**src/rtl/dct_stream_core.sv**
```systemverilog
// Sample-serial N-point integer DCT-II: buffers N signed samples, then computes each
// coefficient with one shared MAC and presents it with a valid/ready handshake.
module dct_stream_core #(
   parameter int N      = 8,
   parameter int IN_W   = 8,
   parameter int COEF_W = 8,
   parameter int OUT_W  = 12,
   parameter int SHIFT  = 6
) (
   input  logic                    clk,
   input  logic                    rst,
   input  logic                    cs,
   input  logic                    in_valid,
   output logic                    in_ready,
   input  logic [IN_W-1:0]         in_data,
   output logic                    out_valid,
   input  logic                    out_ready,
   output logic [OUT_W-1:0]        out_data,
   output logic [$clog2(N)-1:0]    out_index,
   output logic                    out_last,
   output logic                    busy
);

   localparam int KW     = $clog2(N);
   localparam int PROD_W = IN_W + COEF_W;
   localparam int ACC_W  = IN_W + COEF_W + KW;
   localparam int EXT_W  = ACC_W + OUT_W;
   localparam int S      = 2 ** (COEF_W - 2);
   localparam logic signed [EXT_W-1:0] SAT_MAX = EXT_W'(2 ** (OUT_W - 1) - 1);
   localparam logic signed [EXT_W-1:0] SAT_MIN = -SAT_MAX - EXT_W'(1);

   // Angle is folded into [0, pi/2] by quadrant symmetry, so a short Taylor series is exact
   // enough; magnitude is rounded half-up and the sign applied after (half away from zero).
   function automatic int cos_scaled(input int k, input int n);
      int  q;
      int  r;
      bit  neg;
      real th, term, sum;
      q = ((2 * n + 1) * k) % (4 * N);
      if (q > 2 * N) q = 4 * N - q;
      neg = 1'b0;
      if (q > N) begin
         q   = 2 * N - q;
         neg = 1'b1;
      end
      th   = 3.14159265358979323846 * real'(q) / real'(2 * N);
      sum  = 1.0;
      term = 1.0;
      for (int unsigned i = 1; i <= 14; i++) begin
         term = -term * th * th / real'((2 * i - 1) * (2 * i));
         sum  = sum + term;
      end
      r = $rtoi(real'(S) * sum + 0.5);
      return neg ? -r : r;
   endfunction

   logic signed [COEF_W-1:0] rom [N*N];

   for (genvar gk = 0; gk < N; gk++) begin : g_k
      for (genvar gn = 0; gn < N; gn++) begin : g_n
         localparam logic signed [COEF_W-1:0] CV = COEF_W'(cos_scaled(gk, gn));
         assign rom[gk*N+gn] = CV;
      end
   end

   typedef enum logic [1:0] {S_FILL, S_COMPUTE, S_OUTPUT} state_t;

   state_t                    state_q, state_d;
   logic [KW-1:0]             n_q, k_q;
   logic [KW:0]               m_q;
   logic signed [ACC_W-1:0]   acc_q;
   logic [OUT_W-1:0]          data_q;
   logic signed [IN_W-1:0]    buf_q [N];

   logic                      in_ready_c, out_valid_c, accept, mac_en, finalize, out_hs;
   logic signed [PROD_W-1:0]  prod;
   logic signed [EXT_W-1:0]   sh_ext;
   logic [OUT_W-1:0]          sat_c;

   always_comb begin
      state_d     = state_q;
      in_ready_c  = 1'b0;
      out_valid_c = 1'b0;
      accept      = 1'b0;
      mac_en      = 1'b0;
      finalize    = 1'b0;
      out_hs      = 1'b0;
      case (state_q)
         S_FILL: begin
            in_ready_c = cs;
            accept     = in_valid && cs;
            if (accept && n_q == KW'(N - 1)) state_d = S_COMPUTE;
         end
         S_COMPUTE: begin
            // Extra cycle after the last term registers the saturated result.
            if (m_q == (KW+1)'(N)) begin
               finalize = 1'b1;
               state_d  = S_OUTPUT;
            end else begin
               mac_en = 1'b1;
            end
         end
         S_OUTPUT: begin
            out_valid_c = 1'b1;
            if (out_ready) begin
               out_hs  = 1'b1;
               state_d = (k_q == KW'(N - 1)) ? S_FILL : S_COMPUTE;
            end
         end
         default: state_d = S_FILL;
      endcase
   end

   always_comb begin
      prod   = rom[{k_q, m_q[KW-1:0]}] * buf_q[m_q[KW-1:0]];
      sh_ext = EXT_W'(acc_q >>> SHIFT);
      if (sh_ext > SAT_MAX)      sat_c = SAT_MAX[OUT_W-1:0];
      else if (sh_ext < SAT_MIN) sat_c = SAT_MIN[OUT_W-1:0];
      else                       sat_c = sh_ext[OUT_W-1:0];
   end

   always_ff @(posedge clk) begin
      if (rst) begin
         state_q <= S_FILL;
         n_q     <= '0;
         k_q     <= '0;
         m_q     <= '0;
         acc_q   <= '0;
         data_q  <= '0;
      end else begin
         state_q <= state_d;
         if (accept) begin
            buf_q[n_q] <= in_data;
            n_q        <= n_q + KW'(1);
            if (n_q == KW'(N - 1)) begin
               k_q   <= '0;
               m_q   <= '0;
               acc_q <= '0;
            end
         end
         if (mac_en) begin
            acc_q <= acc_q + ACC_W'(prod);
            m_q   <= m_q + (KW+1)'(1);
         end
         if (finalize) data_q <= sat_c;
         if (out_hs) begin
            if (k_q == KW'(N - 1)) begin
               n_q <= '0;
            end else begin
               k_q   <= k_q + KW'(1);
               m_q   <= '0;
               acc_q <= '0;
            end
         end
      end
   end

   // Outputs are gated so they read as reset values for the whole time rst is high.
   assign in_ready  = in_ready_c & ~rst;
   assign out_valid = out_valid_c & ~rst;
   assign busy      = (state_q != S_FILL) & ~rst;
   assign out_data  = rst ? '0 : data_q;
   assign out_index = rst ? '0 : k_q;
   assign out_last  = out_valid_c & (k_q == KW'(N - 1)) & ~rst;

endmodule

```
**config.mk**
```make
export PLATFORM = sky130hd
export DESIGN_NAME = dct_stream_core
export DESIGN_NICKNAME = d
export VERILOG_FILES = /design/src/rtl/dct_stream_core.sv
export SDC_FILE = /design/constraint.sdc
export NUM_CORES = 1
export LEC_CHECK = 0
export ABC_CLOCK_PERIOD_IN_PS = 6310
export BUFFER_PORTS_ARGS = -buffer_cell sky130_fd_sc_hd__buf_2
export CAP_MARGIN = 20
export CORE_MARGIN = 2
export CORE_UTILIZATION = 39
export DETAILED_ROUTE_END_ITERATION = 10
export GPL_TIMING_DRIVEN = 0
export MAX_ROUTING_LAYER = met4
export PLACE_DENSITY_LB_ADDON = 0.2
export SYNTH_ARGS = -nofsm -noshare
export SYNTH_HDL_FRONTEND = slang
export SYNTH_SLANG_ARGS = --single-unit
```
**constraint.sdc**
```tcl
create_clock -name clk -period 6.31 [get_ports clk]
set_input_delay 0.3155 -clock clk [delete_from_list [all_inputs] [get_ports clk]]
set_output_delay 0.3155 -clock clk [all_outputs]
set_load 0.005 [all_outputs]
```
==> results of run 1 <==
==> final cells by class <==
cell class	count	area share, %
buffer	35	2.18
clock buffer	9	2.18
clock inverter	7	0.737
inverter	100	3.70
multi-input combinational	596	55.7
sequential	107	27.0
tap	280	3.38
timing repair buffer	75	5.14
==> synthesized netlist by cell type, drive strengths merged, types with 5 or more instances <==
cell type	count	area, µm²
a211oi	18	135
inv	100	375
ha	61	763
nand3	19	95.1
dfxtp	43	861
a22oi	5	37.5
o211ai	7	52.6
nor3	13	65.1
a21oi	44	243
nor2b	23	144
clkbuf	13	48.8
nor2	121	459
xor2	5	43.8
fa	85	1700
a21o	5	37.5
o21ai	23	126
nand2b	19	126
buf	24	154
xnor2	11	96.3
mux2i	18	220
or2	8	50.1
a31oi	5	37.5
mux4	19	428
edfxtp	64	1920
nand2	44	165
==> cell usage in the layout, fill, tap and decap left out, types with 21 or more instances in the layout <==
cell type and n:
sky130_fd_sc_hd__buf_2 42, sky130_fd_sc_hd__fa_1 80, sky130_fd_sc_hd__ha_1 45, sky130_fd_sc_hd__buf_4 42, sky130_fd_sc_hd__dfxtp_1 40, sky130_fd_sc_hd__nor2_1 114, sky130_fd_sc_hd__nand2_1 43, sky130_fd_sc_hd__inv_1 94
sky130_fd_sc_hd__edfxtp_1 64, sky130_fd_sc_hd__nor2b_1 21, sky130_fd_sc_hd__a21oi_1 36
==> metrics by stage <==
| stage | setup TNS (ns) | std cells |
|---|---|---|
| 2_1_floorplan | 0 | 840 |
| 3_3_place_gp | -7.97 | 1151 |
| 3_5_place_dp | -8.24 | 1152 |
| 4_1_cts | 0 | 1196 |
| 5_1_grt | -0.134 | 1209 |
| 6_report | 0 | 1209 |
==> power breakdown <==
part	leakage, nW	internal (mW)	switching (mW)
clock	0.147	0.280	0.272
combinational	3.25	0.0435	0.0638
sequential	0.925	0.740	0.00167
total	4.32	1.06	0.338
==> routing by layer <==
| metal | GRT usage (%) | vias to the layer above | part of all wire, % | wire [µm] |
|---|---|---|---|---|
| li1 | - | 3011 | - | - |
| met1 | 27.0 | 3123 | 48 | 10100 |
| met2 | 29.9 | 152 | 47 | 9810 |
| met3 | 2.45 | 32 | 3.6 | 765 |
| met4 | 4.90 | 0 | 2.0 | 431 |
| met5 | - | - | 0 | 0 |
==> kinds of logic (layout without fill, tap and decap cells) <==
group	count (synthesis)	in the layout	share of synthesized area, %
muxes	39	39	7.66
xor gates and xnor gates	16	16	1.60
DFF	107	107	31.8
buffers and inverters	137	226	6.60
and+or+nand+nor	266	266	14.2
AOI/OAI and AO/OA	129	129	9.98
adders and majority gates	146	146	28.2
==> worst max-delay path by stage <==
stage,startpoint,end,depth (start not counted)
global placement,m_q[1],acc_q[18],25
floorplan,m_q[1],acc_q[17],25
CTS,m_q[2],acc_q[18],26
global route,m_q[0],acc_q[18],25
finish,m_q[1],acc_q[18],27
detailed placement,m_q[1],acc_q[18],25
==> repair_timing <==
item | in CTS | in global routing
setup endpoints to repair | 12 | 8
gates cloned | 1 | 0
gates resized for setup | 41 | 46
setup buffers | 28 | 14
pin swaps | 14 | 24
==> registers in the layout, summed over array words and instances, names as in the netlist <==
| register | flops |
|---|---|
| acc_q | 19 |
| data_q | 12 |
| buf_q | 64 |
| m_q | 4 |
| n_q | 3 |
| state_q | 2 |
| k_q | 3 |
==> worst register-to-register path, cell delays in order (launching register included) <==
cell,delay (ns)
sky130_fd_sc_hd__dfxtp_4,0.37
sky130_fd_sc_hd__buf_12,0.10
sky130_fd_sc_hd__clkinvlp_4,0.13
sky130_fd_sc_hd__buf_6,0.15
sky130_fd_sc_hd__ha_4,0.25
sky130_fd_sc_hd__nor2b_2,0.17
sky130_fd_sc_hd__a311oi_1,0.21
sky130_fd_sc_hd__a31oi_1,0.11
sky130_fd_sc_hd__nor2_1,0.21
sky130_fd_sc_hd__a21oi_4,0.08
sky130_fd_sc_hd__buf_6,0.14
sky130_fd_sc_hd__or2_1,0.21
sky130_fd_sc_hd__fa_1,0.48
sky130_fd_sc_hd__inv_1,0.06
sky130_fd_sc_hd__fa_1,0.46
sky130_fd_sc_hd__ha_1,0.29
sky130_fd_sc_hd__inv_1,0.05
sky130_fd_sc_hd__fa_1,0.53
sky130_fd_sc_hd__inv_1,0.05
sky130_fd_sc_hd__ha_1,0.28
sky130_fd_sc_hd__ha_1,0.25
sky130_fd_sc_hd__fa_2,0.38
sky130_fd_sc_hd__a211oi_2,0.30
sky130_fd_sc_hd__o21ai_2,0.12
sky130_fd_sc_hd__nand2_2,0.11
sky130_fd_sc_hd__o211ai_1,0.15
sky130_fd_sc_hd__a2111o_1,0.38
sky130_fd_sc_hd__nand3_1,0.07
==> impl_metrics.toml, run 1 <==
[setup_path]
reg2regPathDepth = 27
critical_path_arrival_ns = 6.45
timing.critical_path.buf_inv = 7
path_max_fanout = 4
r2r-end = "acc_q[18]"
critical_path.top_delay_family = "adder cells"
path_class = "reg2reg"
setup.worst_path.start_class = "register"
worst-r2r-setup-slack_ns = 0.14
max_stage_delay_ns = 0.53
worstSetupEndpointType = "register"
regToRegStartpoint = "m_q[1]"
cpMaxStageDelayCell = "sky130_fd_sc_hd__fa_1"
worst-endpoint-required_ns = 6.59

[global_route]
first_global_vias = 6419
globalRouteOverflowTotal = 0
grt_start_max_net_pins = 22
gr-usage-all-layers_pct = 19.3
initial_antenna_violation_count = 0
grt_first_pass_wirelength_mm = 34.7

[power_and_ir_drop]
static-leakage-power_nw = 4.32
powerDensity_nw_per_um2 = 135
vdd_ir_drop_max_uv = 179
power_mw = 1.40

[timing]
slew_viol_final = 0
layout_worst_path_cycle_share_pct = 97.7
timing.slew.headroom_pct = 39.9
finalSetupViolCount = 0
final_hold_fails = 0
tightest_slew_ns = 0.898
setup_ws_ns = 0.144
clock-skew-final_ns = 0.0102
whs_ns = 0.234
rsz0062_at_grt = "true"
finalWorstPathRequiredPeriod_ns = 6.17
max_freq_ghz = 0.162

[clock_network]
cts_buffers = 9
clkSinkCount = 107
worstSkewPairLatency_ns = 0.35
cts.htree.levels = 3
cts_root_buf = "sky130_fd_sc_hd__clkbuf_16"
cts_max_path_buffers = 2
cts.hold.buffers_added = 0
tritoncts_clock_tree = "yes"
cts.reportedPaths.clkPinSlew_ns = 0.08

[logic_synthesis]
synth.yosys.warnings = 0
post_synth_inst_count = 840
synth_enable_flop_cells = 64
asyncSetResetFlopFracSynth_pct = 0
synth_flop_cell = "sky130_fd_sc_hd__edfxtp_1"
mappedNetlistNets = 999
syn-cell-area_um2 = 8750
syn-mean-instance-area_um2 = 10.4
synth_sequential_area_ratio_pct = 31.8
postSynthRegisterBits = 107
ys_types = 66

[floorplan]
io_pins = 32
floorplan.die_area_um2 = 23700
die_width_um = 154
initial_utilization_pct = 39.9
die_y_um = 154
core-area_um2 = 22000
floorplan.rows = 54

[final_layout]
post-route-cell-area_um2 = 10400
drive_gt1_share_pct = 22.2
area.growth.synth_to_final_pct = 18.3
multi_input_area_um2 = 5770
n_fill_cell = 2057
register_area_um2 = 2790
finish.net_count = 1083
antenna_cells = 0
final_util_pct = 47.1

[hold_path]
worstHoldPathCells = 1
min_path_type = "in2reg"
hold_path.startpoint = "in_data[7]"
whs_endpoint = "buf_q[2][7]"

[placement]
finalWeightedCongestion = 0.914
place_hpwl_mm = 15.8
preCtsSetupSlack_ns = -0.918
placed_cell_area_um2 = 9290
port-buffer-count = 31

[drt]
drtAntennaViolNets = 0
drc = 0
detailroute.via_count = 6318
drt_wl_total_mm = 21.1
drt_iter0_drc = 531
average_routed_wire_per_standard_cell_um = 17.4
detail_route.first_pass.iterations = 5
drt-vias-per-instance = 5.23

[outcome]
status = "finished, final reports clean"

[flow_run]
number_of_violations_of_the_max_capacitance_limit = 0
(Power assumes the default switching activity.)
==> inputs of run 2 (changes only) <==
- RECOVER_POWER: default -> 25
==> run 2 against run 1 <==
  * Utilization about the same
  * Count of clock-buffer cells in the layout unchanged
  * Clock skew increased by 0.00058 ns
  * Worst setup slack got worse by 0.00068 ns
  * Clock power about the same
  * Via count increased by 0.14%
  * Non-clock buffer count unchanged
  * Largest cell class unchanged
==> impl_metrics.toml, run 2 (synthesized netlist as in run 1, its figures left out) <==
[outcome]
status = "finished, final reports clean"

[global_route]
grt.met1_usage_pct = 27.0
first_global_vias = 6419
initial_antenna_violation_count = 0
met2_usage_pct = 29.9
gr_peak_layer = "met2"
grt_util_met3_pct = 2.45
gr-usage-all-layers_pct = 19.3
grt_first_pass_wirelength_mm = 34.7
grt_start_max_net_pins = 22
globalRouteOverflowTotal = 0

[final_layout]
drive_gt1_share_pct = 21.4
reg.largest.list = "buf_q (64), acc_q (19), data_q (12)"
mostFrequentLayoutCell = "sky130_fd_sc_hd__nor2_1"
post-route-cell-area_um2 = 10300
final_util_pct = 47.1
largest_register_ff_count = 64
largest-register = "buf_q"
antenna_cells = 0
most_frequent_cells_in_the_layout = "sky130_fd_sc_hd__nor2_1, sky130_fd_sc_hd__inv_1, sky130_fd_sc_hd__fa_1"
area.growth.synth_to_final_pct = 18.2
final_cell_count_no_fill = 1209
finish.net_count = 1083

[power_and_ir_drop]
powerDensity_nw_per_um2 = 136
share_clk_of_total_power_pct = 39.5
internal_power_mw = 1.06
switching_power_mw = 0.338
static-leakage-power_nw = 4.30
combinationalPowerShare_pct = 7.6
share_seq_of_total_power_pct = 52.9
sw_frac_of_total_pct = 24.1
vdd_ir_drop_max_uv = 179

[clock_network]
worstSkewPairLatency_ns = 0.35
cts.hold.buffers_added = 0
cts_root_buf = "sky130_fd_sc_hd__clkbuf_16"
clkSinkCount = 107
cts.htree.levels = 3
cts_max_path_buffers = 2
cts.reportedPaths.clkPinSlew_ns = 0.08
cts_buffers = 9
tritoncts_clock_tree = "yes"

[hold_path]
hold_path.startpoint = "in_data[0]"
min_path_type = "in2reg"

[setup_path]
path_max_fanout = 4
setup.worst_path.start = "m_q[1]"
critical_path_arrival_ns = 6.45
setup.worst_path.start_class = "register"
worstSetupEndpointType = "register"
path_class = "reg2reg"
regToRegStartpoint = "m_q[1]"
worst-endpoint-required_ns = 6.59

[placement]
placed_cells = 1152
port-buffer-count = 31
placed_cell_area_um2 = 9290
finalWeightedCongestion = 0.914
place_hpwl_mm = 15.8

[floorplan]
io_pins = 32
die_y_um = 154
floorplan.rows = 54
floorplan.die_area_um2 = 23700
core-area_um2 = 22000
die_width_um = 154
initial_utilization_pct = 39.9

[timing]
finalSetupViolCount = 0
timing.slew.headroom_pct = 39.5
slew_viol_final = 0
final_hold_fails = 0
layout_worst_path_cycle_share_pct = 97.7
tightest_slew_ns = 0.905
rsz0062_at_grt = "true"
clock-skew-final_ns = 0.0108
finalWorstPathRequiredPeriod_ns = 6.17
max_freq_ghz = 0.162

[drt]
drtAntennaViolNets = 0
drt_iter0_drc = 532
detail_route.first_pass.iterations = 4
drc = 0
average_routed_wire_per_standard_cell_um = 17.5
drt-vias-per-instance = 5.23
drt_wl_total_mm = 21.1
detailroute.via_count = 6327

[flow_run]
number_of_violations_of_the_max_capacitance_limit = 0
[run 2: changes by cell type in the layout (fill, tap and decap cells not counted), sizes merged]
| cell | before | now |
|---|---|---|
| buf | 97 | 90 |
| clkbuf | 22 | 29 |
[run 2: worst paths after layout]
check / end / slack (ns) / cells after the start
hold / removal: buf_q[6][0] / 0.25 / 1
setup / recovery: acc_q[18] / 0.14 / 27
hold reg to reg: acc_q[2] / 0.47 / 2
setup reg to reg: acc_q[18] / 0.14 / 27
[run 2: layer usage]
| layer | vias to the layer above | wire [µm] |
|---|---|---|
| li1 | 3011 | - |
| met3 | 35 | 766 |
| met5 | - | 0 |
| met1 | 3128 | 10100 |
| met4 | 0 | 461 |
| met2 | 153 | 9810 |
[run 2: final cells by class]
class	count	area, µm²
fill	2053	11600
multi-input combinational	596	5770
sequential	107	2790
timing repair buffer	75	523
inverter	100	383
tap	280	350
clock buffer	9	225
buffer	35	225
clock inverter	7	76.3
[run 2: worst max-delay path, stage by stage (launching register included)]
cell and delay, ns:
sky130_fd_sc_hd__dfxtp_4 0.37, sky130_fd_sc_hd__buf_12 0.10, sky130_fd_sc_hd__clkinvlp_4 0.13, sky130_fd_sc_hd__buf_6 0.15, sky130_fd_sc_hd__ha_4 0.25, sky130_fd_sc_hd__nor2b_2 0.17, sky130_fd_sc_hd__a311oi_1 0.21, sky130_fd_sc_hd__a31oi_1 0.11
sky130_fd_sc_hd__nor2_1 0.21, sky130_fd_sc_hd__a21oi_4 0.08, sky130_fd_sc_hd__buf_6 0.14, sky130_fd_sc_hd__or2_1 0.21, sky130_fd_sc_hd__fa_1 0.48, sky130_fd_sc_hd__inv_1 0.06, sky130_fd_sc_hd__fa_1 0.46, sky130_fd_sc_hd__ha_1 0.29
sky130_fd_sc_hd__inv_1 0.05, sky130_fd_sc_hd__fa_1 0.53, sky130_fd_sc_hd__inv_1 0.05, sky130_fd_sc_hd__ha_1 0.28, sky130_fd_sc_hd__ha_1 0.25, sky130_fd_sc_hd__fa_2 0.38, sky130_fd_sc_hd__a211oi_2 0.30, sky130_fd_sc_hd__o21ai_2 0.12
sky130_fd_sc_hd__nand2_2 0.10, sky130_fd_sc_hd__o211ai_1 0.15, sky130_fd_sc_hd__a2111o_1 0.38, sky130_fd_sc_hd__nand3_1 0.07
[run 2: what timing repair did]
action	CTS	global route
setup endpoints to repair	12	8
hold endpoints to repair	0	0
setup buffers	28	14
pin swaps	14	24
gates resized for setup	41	46
cloned	1	0
[run 2: metrics by stage]
stage	setup WS [ns]	power (mW)	setup TNS [ns]	hold WS (ns)
after floorplan	0.0389	0.822	0	0.414
after global placement	-0.925	0.851	-7.97	0.447
after detailed placement	-0.918	0.852	-8.24	0.460
after CTS	0.00289	1.41	0	0.220
after global routing	-0.0692	1.46	-0.134	0.254
final	0.143	1.40	0	0.252
[run 2: power groups by stage]
| stage | clock network (mW) | logic (mW) | registers [mW] |
|---|---|---|---|
| 3_5_place_dp | 0 | 0.0928 | 0.760 |
| 6_report | 0.553 | 0.107 | 0.742 |
| 2_1_floorplan | 0 | 0.0631 | 0.759 |
| 4_1_cts | 0.566 | 0.0994 | 0.742 |
| 3_3_place_gp | 0 | 0.0918 | 0.759 |
| 5_1_grt | 0.598 | 0.120 | 0.743 |
